===== src/rtl/fetch_sequencer.sv =====
// Instruction fetch/issue sequencer: owns the PC, reads program ROM, splits each word into
// decoder fields and resolves the next PC (jumps, BSR/RET through a small return stack).
module fetch_sequencer #(
    parameter int ADDR_W      = 13,
    parameter int STACK_DEPTH = 4
) (
    input  logic              clk,
    input  logic              reset_n,
    output logic [ADDR_W-1:0] rom_addr,
    output logic              rom_rd,
    input  logic [17:0]       rom_data,
    output logic [7:0]        OPCODE,
    output logic [4:0]        Ri,
    output logic [4:0]        Rj,
    output logic [7:0]        K,
    output logic              instr_valid,
    input  logic              exec_done,
    input  logic              flag_z,
    input  logic              flag_n,
    input  logic              flag_cy,
    output logic [ADDR_W-1:0] pc,
    output logic              fault
);

    // state   | meaning
    // S_FETCH | drive ROM address/strobe (waits one cycle after reset release)
    // S_WAIT  | ROM data valid; latch fields into decoder registers
    // S_ISSUE | instruction presented; resolve next PC on exec_done
    // S_FAULT | return-stack overflow/underflow; halted until reset

    localparam int SP_W  = $clog2(STACK_DEPTH) + 1;
    localparam int IDX_W = SP_W - 1;

    typedef enum logic [1:0] {S_FETCH, S_WAIT, S_ISSUE, S_FAULT} state_t;

    state_t             state;
    state_t             state_nxt;
    logic               armed;
    logic [ADDR_W-1:0]  pc_q;
    logic [ADDR_W-1:0]  pc_inc;
    logic [ADDR_W-1:0]  pc_nxt;
    logic [ADDR_W-1:0]  y_target;
    logic [ADDR_W-1:0]  bsr_target;
    logic [12:0]        y13;
    logic signed [11:0] bsr_off;
    logic [SP_W-1:0]    sp;
    logic [IDX_W-1:0]   top_idx;
    logic [ADDR_W-1:0]  stack [STACK_DEPTH];
    logic               is_jmp, is_jze, is_jne, is_jcy, is_bsr, is_ret;
    logic               stack_err;
    logic               retire;

    // Ri/Rj together are instruction word bits [9:0], so no separate copy of the word is kept
    always_comb begin
        is_jmp     = (OPCODE[7:3] == 5'b00100);
        is_jze     = (OPCODE[7:3] == 5'b00101);
        is_jne     = (OPCODE[7:3] == 5'b00110);
        is_jcy     = (OPCODE[7:3] == 5'b00111);
        is_bsr     = (OPCODE[7:2] == 6'b000111);
        is_ret     = (OPCODE == 8'h01);
        y13        = {OPCODE[2:0], Ri, Rj};
        y_target   = ADDR_W'(y13);
        bsr_off    = signed'({OPCODE[1:0], Ri, Rj});
        pc_inc     = pc_q + ADDR_W'(1);
        bsr_target = pc_inc + ADDR_W'(bsr_off);
        top_idx    = sp[IDX_W-1:0] - IDX_W'(1);
        stack_err  = (is_bsr && (sp == SP_W'(STACK_DEPTH))) || (is_ret && (sp == '0));
        retire     = (state == S_ISSUE) && exec_done;
    end

    always_comb begin
        pc_nxt = pc_inc;
        if (is_jmp)      pc_nxt = y_target;
        else if (is_jze) pc_nxt = flag_z  ? y_target : pc_inc;
        else if (is_jne) pc_nxt = !flag_n ? y_target : pc_inc;
        else if (is_jcy) pc_nxt = flag_cy ? y_target : pc_inc;
        else if (is_bsr) pc_nxt = bsr_target;
        else if (is_ret) pc_nxt = stack[top_idx];
    end

    always_ff @(posedge clk or negedge reset_n) begin
        if (!reset_n) state <= S_FETCH;
        else          state <= state_nxt;
    end

    always_comb begin
        state_nxt = state;
        unique case (state)
            S_FETCH: if (armed) state_nxt = S_WAIT;
            S_WAIT:  state_nxt = S_ISSUE;
            S_ISSUE: if (exec_done) state_nxt = stack_err ? S_FAULT : S_FETCH;
            S_FAULT: state_nxt = S_FAULT;
            default: state_nxt = S_FETCH;
        endcase
    end

    always_comb begin
        rom_rd   = (state == S_FETCH) && armed;
        rom_addr = pc_q;
    end

    always_ff @(posedge clk or negedge reset_n) begin
        if (!reset_n) begin
            armed       <= 1'b0;
            pc_q        <= '0;
            sp          <= '0;
            OPCODE      <= '0;
            Ri          <= '0;
            Rj          <= '0;
            K           <= '0;
            instr_valid <= 1'b0;
            pc          <= '0;
            fault       <= 1'b0;
            for (int i = 0; i < STACK_DEPTH; i++) stack[i] <= '0;
        end else begin
            armed <= 1'b1;
            if (state == S_WAIT) begin
                OPCODE      <= rom_data[17:10];
                Ri          <= rom_data[9:5];
                Rj          <= rom_data[4:0];
                K           <= rom_data[7:0];
                pc          <= pc_q;
                instr_valid <= 1'b1;
            end
            if (retire) begin
                instr_valid <= 1'b0;
                if (stack_err) begin
                    fault <= 1'b1;
                end else begin
                    pc_q <= pc_nxt;
                    if (is_bsr) begin
                        stack[sp[IDX_W-1:0]] <= pc_inc;
                        sp                   <= sp + SP_W'(1);
                    end
                    if (is_ret) sp <= sp - SP_W'(1);
                end
            end
        end
    end

endmodule


===== config.mk =====
export PLATFORM = sky130hd
export DESIGN_NAME = fetch_sequencer
export DESIGN_NICKNAME = d
export VERILOG_FILES = /design/src/rtl/fetch_sequencer.sv
export SDC_FILE = /design/constraint.sdc
export NUM_CORES = 1
export LEC_CHECK = 0
export CORE_MARGIN = 5
export CORE_UTILIZATION = 60
export DETAILED_ROUTE_END_ITERATION = 6
export PLACE_DENSITY = 0.84
export SYNTH_ARGS = -nofsm -noshare
export SYNTH_HDL_FRONTEND = slang
export SYNTH_SLANG_ARGS = --single-unit

===== constraint.sdc =====
create_clock -name clk -period 5.7 [get_ports clk]
set_input_delay 1.425 -clock clk [delete_from_list [all_inputs] [get_ports clk]]
set_output_delay 1.425 -clock clk [all_outputs]
set_load 0.005 [all_outputs]

# Word level (Yosys, flattened, before mapping)
# Cells that the tools add are included.
[op_classes] n_eq_ne=12 n_mux=23 n_reduce_logical=15 magnitude_cmp=3 bitwise_logic=3 addsub=5
[op_table] cell="13-bit 2-to-1 mux" count=12
[op_table] cell="52-bit bitwise mux" count=1
[op_table] cell="13-bit binary-select mux with 2-bit select" count=1
[op_table] cell="13-bit demux with 2-bit select" count=1
[op_table] cell="5-bit by 3-bit == test with 1-bit output, second input constant" count=4
[op_table] cell="13-bit by 1-bit adder with 13-bit output, second input constant" count=1
[op_table] cell="13-bit adder" count=1
[op_table] cell="8-bit by 1-bit == test with 1-bit output, second input constant" count=1
[op_table] cell="2-bit case mux with 4 select lines" count=1
[op_table] cell="6-bit by 3-bit == test with 1-bit output, second input constant" count=1
[op_table] cell="3-bit >= comparator, second input constant" count=2
[op_table] cell="2-bit 2-to-1 mux" count=3
[op_table] cell="3-bit 2-to-1 mux" count=2
[op_table] cell="2-bit NOT with 3-bit output" count=2
[op_table] cell="2-bit AND reduction" count=3
[op_table] cell="3-bit AND reduction" count=2
[op_table] cell="1-bit logical AND" count=5
[op_table] cell="2-bit == test, second input constant" count=2
[op_table] cell="2-bit inequality test, second input constant" count=2
[op_table] cell="2-bit nonzero test" count=2
[op_table] cell="3-bit by 1-bit adder with 3-bit output, second input constant" count=1
[op_table] cell="3-bit == test, second input constant" count=1
[op_table] cell="3-bit zero test" count=1
[op_table] cell="3-bit by 1-bit < comparator with 1-bit output, second input constant" count=1
[op_table] cell="7 further kinds" count=8
[totals] register_bits=112 wordCells=76 in_bits=24

# Depth between registers and ports, before layout
[depth] depth_word=11 ltp_mapped=15 ltp_nobuf=13

# Worst setup path after synthesis
# OpenSTA, ideal clock, no wires.
[synth_path] path_kind="register to register" start="register pc_q[1], in the netlist rom_addr[1]" end="register pc_q[9], in the netlist rom_addr[9]" required_time_ns=5.574 path_slack_ns=2.708 stages_incl_launch_ff=15 t_arrival_ns=2.866 n_path_buf=2 synth_period_minus_slack_ns=2.992 cell_sequence="dfrtp_1 ha_1 and3_1 clkbuf_1 and2_1 xnor2_1 inv_1 ha_1 clkbuf_1 a211o_1 a31oi_1 o21ai_0 nand4b_1 o2111ai_1 a221o_1"
[synth_via] elab_chain_len=7 elab_cells_between_ends=11 cone_classes="add/sub (2); mux (9)"
[synth_lines] element="from (decl)" line="39" text="logic [ADDR_W-1:0] pc_q;"
[synth_lines] element="from (signal assigned)" line="130" text="pc_q <= pc_nxt;"
[synth_lines] element="13-bit by 1-bit adder with 13-bit output" line="64" text="pc_inc = pc_q + ADDR_W'(1);"
[synth_lines] element="via pc_inc[8]" line="40" text="logic [ADDR_W-1:0] pc_inc;"
[synth_lines] element="13-bit adder" line="65" text="bsr_target = pc_inc + ADDR_W'(bsr_off);"
[synth_lines] element="13-bit 2-to-1 mux" line="77" text="else if (is_bsr) pc_nxt = bsr_target;"
[synth_lines] element="13-bit 2-to-1 mux" line="76" text="else if (is_jcy) pc_nxt = flag_cy ? y_target : pc_inc;"
[synth_lines] element="13-bit 2-to-1 mux" line="75" text="else if (is_jne) pc_nxt = !flag_n ? y_target : pc_inc;"
[synth_lines] element="13-bit 2-to-1 mux" line="74" text="else if (is_jze) pc_nxt = flag_z ? y_target : pc_inc;"
[synth_lines] element="13-bit 2-to-1 mux" line="73" text="if (is_jmp) pc_nxt = y_target;"
# The timed path passes the listed nets, and every way through them passes these cells.
# A chain may end at the register's enable or synchronous reset.

# Final worst setup path
[layout_path] start="register pc_q[0], in the netlist rom_addr[0]" end="register pc_q[11], in the netlist rom_addr[11]"
# Same word-level chain as after synthesis.

==> implementation parameters <==
Parameter                              Value

Status
  Result of the run ... finished, final reports clean

Timing
  Pins Over Slew Limit ... 0
  Final setup violation count ... 0
  Minimum clock period after layout ... 3.872 ns
  Highest clock rate ... 0.2583 GHz
  Hold Vio Cnt, Final ... 0
  Final cycle utilization of the critical path ... 67.92%
  RSZ-0062 raised after global routing ... false
  Post-route clock skew ... 0.01178 ns
  Worst relative slew slack ... 21.26%
  Setup tns final ... 0 ns
  Worst Tran Pin Value ... 1.177 ns

Synthesis
  Number of synthesized flops with an enable pin ... 0
  Synthesis-stage register bit count ... 104
  Most used flip-flop cell after synthesis ... sky130_fd_sc_hd__dfrtp_1
  Share of synthesized registers carrying an async set or reset ... 100.0%
  Number of cells produced by synthesis ... 636
  Seq/Total Area, Yosys ... 42.75%
  Synthesized Nets ... 681
  Number of unique standard cell types used by synthesis ... 65
  Cell Area, Synth ... 6088 um2
  Synth warn ... 0
  Mean instance size in the synthesized netlist ... 9.573 um2

Floorplanning
  Total core area ... 9819 um2
  Die H ... 110.7 um
  Horizontal extent of the die ... 110.7 um
  Initial core utilization ... 62.00%
  Top Ports ... 79
  Die Area ... 12260 um2
  Row count ... 36

Clock network
  CTS root buffer ... sky130_fd_sc_hd__clkbuf_8
  Clock tree sinks ... 104
  Post-CTS Hold Fix Bufs ... 0
  TritonCTS Buffers ... 9
  Number of setup buffers added after CTS ... 0
  CTS HTree Levels ... 3
  Maximum clock path buffer count ... 2
  Latest clock arrival within the worst-skew pair ... 0.39 ns
  CTS tree ... built
  Cts repair resizes ... 0
  Clock-pin slew of the registers on the worst-case setup and hold paths ... 0.10 ns

Drt
  Via-to-Cell Ratio ... 6.326
  Total wire length after detailed routing ... 16360 um
  Routed len/inst ... 19.83 um
  DRC violation total after the first TritonRoute iteration ... 585
  Detailed-router iteration count before antenna repair ... 5
  Vias ... 5219
  Count of antenna-violating nets left after detailed routing ... 0
  Post-detailed-route DRC marker count ... 0

Setup path
  Critical path startpoint category ... flop
  Max Fanout on Critical Path ... 12
  Endpoint type of the worst setup path ... flop
  Signal arrival time at the worst endpoint ... 4.12 ns
  Setup slack, reg-to-reg ... 1.83 ns
  WP data required ... 5.95 ns
  Startpoint-to-endpoint class of the critical path ... flop to flop

Place
  Post-place instance area ... 6833 um2
  Number of port buffers ... 78
  Placer's final routability congestion estimate ... 0.9422
  Placed Cells ... 809
  DP Wirelength ... 11630 um

Worst hold path
  Hold crit path type ... flop to flop

Final layout
  NumNets Final ... 732
  Growth of design area from synthesis to finish ... 15.72%
  Number of antenna cells inserted ... 0
  Final design area excluding fillers ... 7046 um2
  Layout Cells excl Fill ... 825
  Post-layout util ... 71.75%
  Layout cell share with drive strength beyond 1 ... 11.99%
  Number of filler instances in the final layout ... 754

Global route
  Largest net degree at the start of global routing ... 71
  Global routing usage summed across all routing layers ... 27.13%
  Global route overflow ... 0
  Vias in the first global route ... 5210
  Number of antenna violations at the first check in global routing ... 0
  First-pass GRT wire length ... 26990 um

Power
  Worst IR Drop VDD ... 0.3248 mV
  Leakage power summed over all cells ... 3.026 nW
  Power Dens Cells ... 515.4 nW/um2
  Overall power of the completed layout ... 3.631 mW

Job
  Max-capacitance violation count ... 0
[layout by cell type, fill, tap and decap left out, types with 4 or more instances in the layout]
master / instances
sky130_fd_sc_hd__a211oi_1: 4
sky130_fd_sc_hd__a21o_1: 6
sky130_fd_sc_hd__a21oi_1: 51
sky130_fd_sc_hd__a22oi_1: 10
sky130_fd_sc_hd__a31oi_1: 4
sky130_fd_sc_hd__and3_1: 5
sky130_fd_sc_hd__buf_4: 5
sky130_fd_sc_hd__clkbuf_8: 10
sky130_fd_sc_hd__clkdlybuf4s50_1: 77
sky130_fd_sc_hd__dfrtp_1: 104
sky130_fd_sc_hd__ha_1: 19
sky130_fd_sc_hd__inv_1: 21
sky130_fd_sc_hd__mux2_2: 35
sky130_fd_sc_hd__mux4_2: 13
sky130_fd_sc_hd__nand2_1: 84
sky130_fd_sc_hd__nand2_2: 4
sky130_fd_sc_hd__nand3_1: 7
sky130_fd_sc_hd__nand4_1: 5
sky130_fd_sc_hd__nor2_1: 40
sky130_fd_sc_hd__o211ai_1: 6
sky130_fd_sc_hd__o21ai_0: 82
sky130_fd_sc_hd__o21ai_1: 5
sky130_fd_sc_hd__o221ai_1: 4
sky130_fd_sc_hd__o22ai_1: 6
sky130_fd_sc_hd__xnor2_1: 10
sky130_fd_sc_hd__xor2_1: 12
[through the flow]
stage	worst slack, ns	hold slack (ns)
floorplan	2.708	0.4446
CTS	1.995	0.4885
global placement	1.706	0.4570
global route	1.617	0.5012
detailed placement	1.597	0.4624
finish	1.828	0.4887
[flip-flops by register name (all words and copies together) (netlist names)]
signal       cells
stack           52
pc              13
rom_addr        13
OPCODE           8
Ri               5
Rj               4
sp               3
state            2
K                1
armed            1
fault            1
instr_valid      1
[report_power, final]
part	leakage (nW)	switching, mW	internal [mW]
combinational	1.55	0.955	0.944
sequential	1.37	0.329	0.917
clock	0.105	0.266	0.221
[synthesized netlist by cell type (4+ instances only)]
| cell | n | area, um2 |
|---|---|---|
| sky130_fd_sc_hd__o21ai_0 | 82 | 410.4 |
| sky130_fd_sc_hd__and3_1 | 5 | 31.28 |
| sky130_fd_sc_hd__dfrtp_1 | 104 | 2603 |
| sky130_fd_sc_hd__nand4_1 | 5 | 31.28 |
| sky130_fd_sc_hd__nor2b_1 | 4 | 25.02 |
| sky130_fd_sc_hd__a211oi_1 | 4 | 30.03 |
| sky130_fd_sc_hd__nand2_2 | 4 | 25.02 |
| sky130_fd_sc_hd__nand3_1 | 7 | 35.03 |
| sky130_fd_sc_hd__o22ai_1 | 6 | 37.54 |
| sky130_fd_sc_hd__o21ai_1 | 5 | 25.02 |
| sky130_fd_sc_hd__inv_1 | 21 | 78.83 |
| sky130_fd_sc_hd__nand2_1 | 84 | 315.3 |
| sky130_fd_sc_hd__buf_2 | 6 | 30.03 |
| sky130_fd_sc_hd__buf_4 | 14 | 105.1 |
| sky130_fd_sc_hd__xnor2_1 | 10 | 87.58 |
| sky130_fd_sc_hd__xor2_1 | 12 | 105.1 |
| sky130_fd_sc_hd__clkbuf_1 | 17 | 63.81 |
| sky130_fd_sc_hd__a31oi_1 | 4 | 25.02 |
| sky130_fd_sc_hd__o211ai_1 | 6 | 45.04 |
| sky130_fd_sc_hd__o221ai_1 | 4 | 35.03 |
| sky130_fd_sc_hd__a22oi_1 | 10 | 75.07 |
| sky130_fd_sc_hd__ha_1 | 19 | 237.7 |
| sky130_fd_sc_hd__mux2_2 | 35 | 394.1 |
| sky130_fd_sc_hd__mux4_2 | 13 | 292.8 |
| sky130_fd_sc_hd__a21o_1 | 6 | 45.04 |
| sky130_fd_sc_hd__nor2_1 | 40 | 150.1 |
| sky130_fd_sc_hd__a21oi_1 | 51 | 255.2 |
[worst max-delay path: stages (launching register included)]
cell                       delay (ns)
sky130_fd_sc_hd__dfrtp_1         0.55
sky130_fd_sc_hd__ha_1            0.30
sky130_fd_sc_hd__and3_1          0.24
sky130_fd_sc_hd__and2_1          0.21
sky130_fd_sc_hd__xnor2_1         0.66
sky130_fd_sc_hd__inv_1           0.21
sky130_fd_sc_hd__ha_1            0.43
sky130_fd_sc_hd__nand2_1         0.13
sky130_fd_sc_hd__nor2_1          0.05
sky130_fd_sc_hd__a21oi_1         0.18
sky130_fd_sc_hd__inv_1           0.08
sky130_fd_sc_hd__o311ai_0        0.31
sky130_fd_sc_hd__nor3b_1         0.23
sky130_fd_sc_hd__o21ai_0         0.14
[metal layers]
metal	vias to the layer above	share of wire, %	track usage [%]
met1	2462	40	36.29
met2	314	47	42.92
li1	2390	-	-
met4	0	3.8	12.89
met3	53	9.0	4.913
met5	-	0	0
[logic make-up after synthesis]
| family | share of synthesized area, % |
|---|---|
| fa+ha+maj | 4.562 |
| flops | 42.75 |
| other cells | 0.06159 |
| mux | 11.28 |
| buf+inv | 5.179 |
| compound gates | 19.32 |
| simple gates | 13.69 |
| xor+xnor | 3.165 |
[worst paths after layout]
| check | from | end | cells past startpoint |
|---|---|---|---|
| setup / recovery | rom_addr[0] | rom_addr[11] | 13 |
| hold / removal | fault | fault | 1 |
| setup reg to reg | rom_addr[0] | rom_addr[11] | 13 |
| hold reg to reg | fault | fault | 1 |
| max in group asynchronous | reset_n | rom_addr[8] | 2 |
| min in group asynchronous | reset_n | stack[26] | 1 |
[cell type report]
type / instances / area, um2 / share of cell area, %
clock buffer: 10 / 137.6 / 1.953
clock inverter: 6 / 75.07 / 1.066
inverter: 22 / 82.58 / 1.172
multi-input combinational: 468 / 3173 / 45.04
sequential: 104 / 2603 / 36.94
tap: 133 / 166.4 / 2.362
timing repair buffer: 82 / 808.3 / 11.47
(Power assumes the default switching activity.)
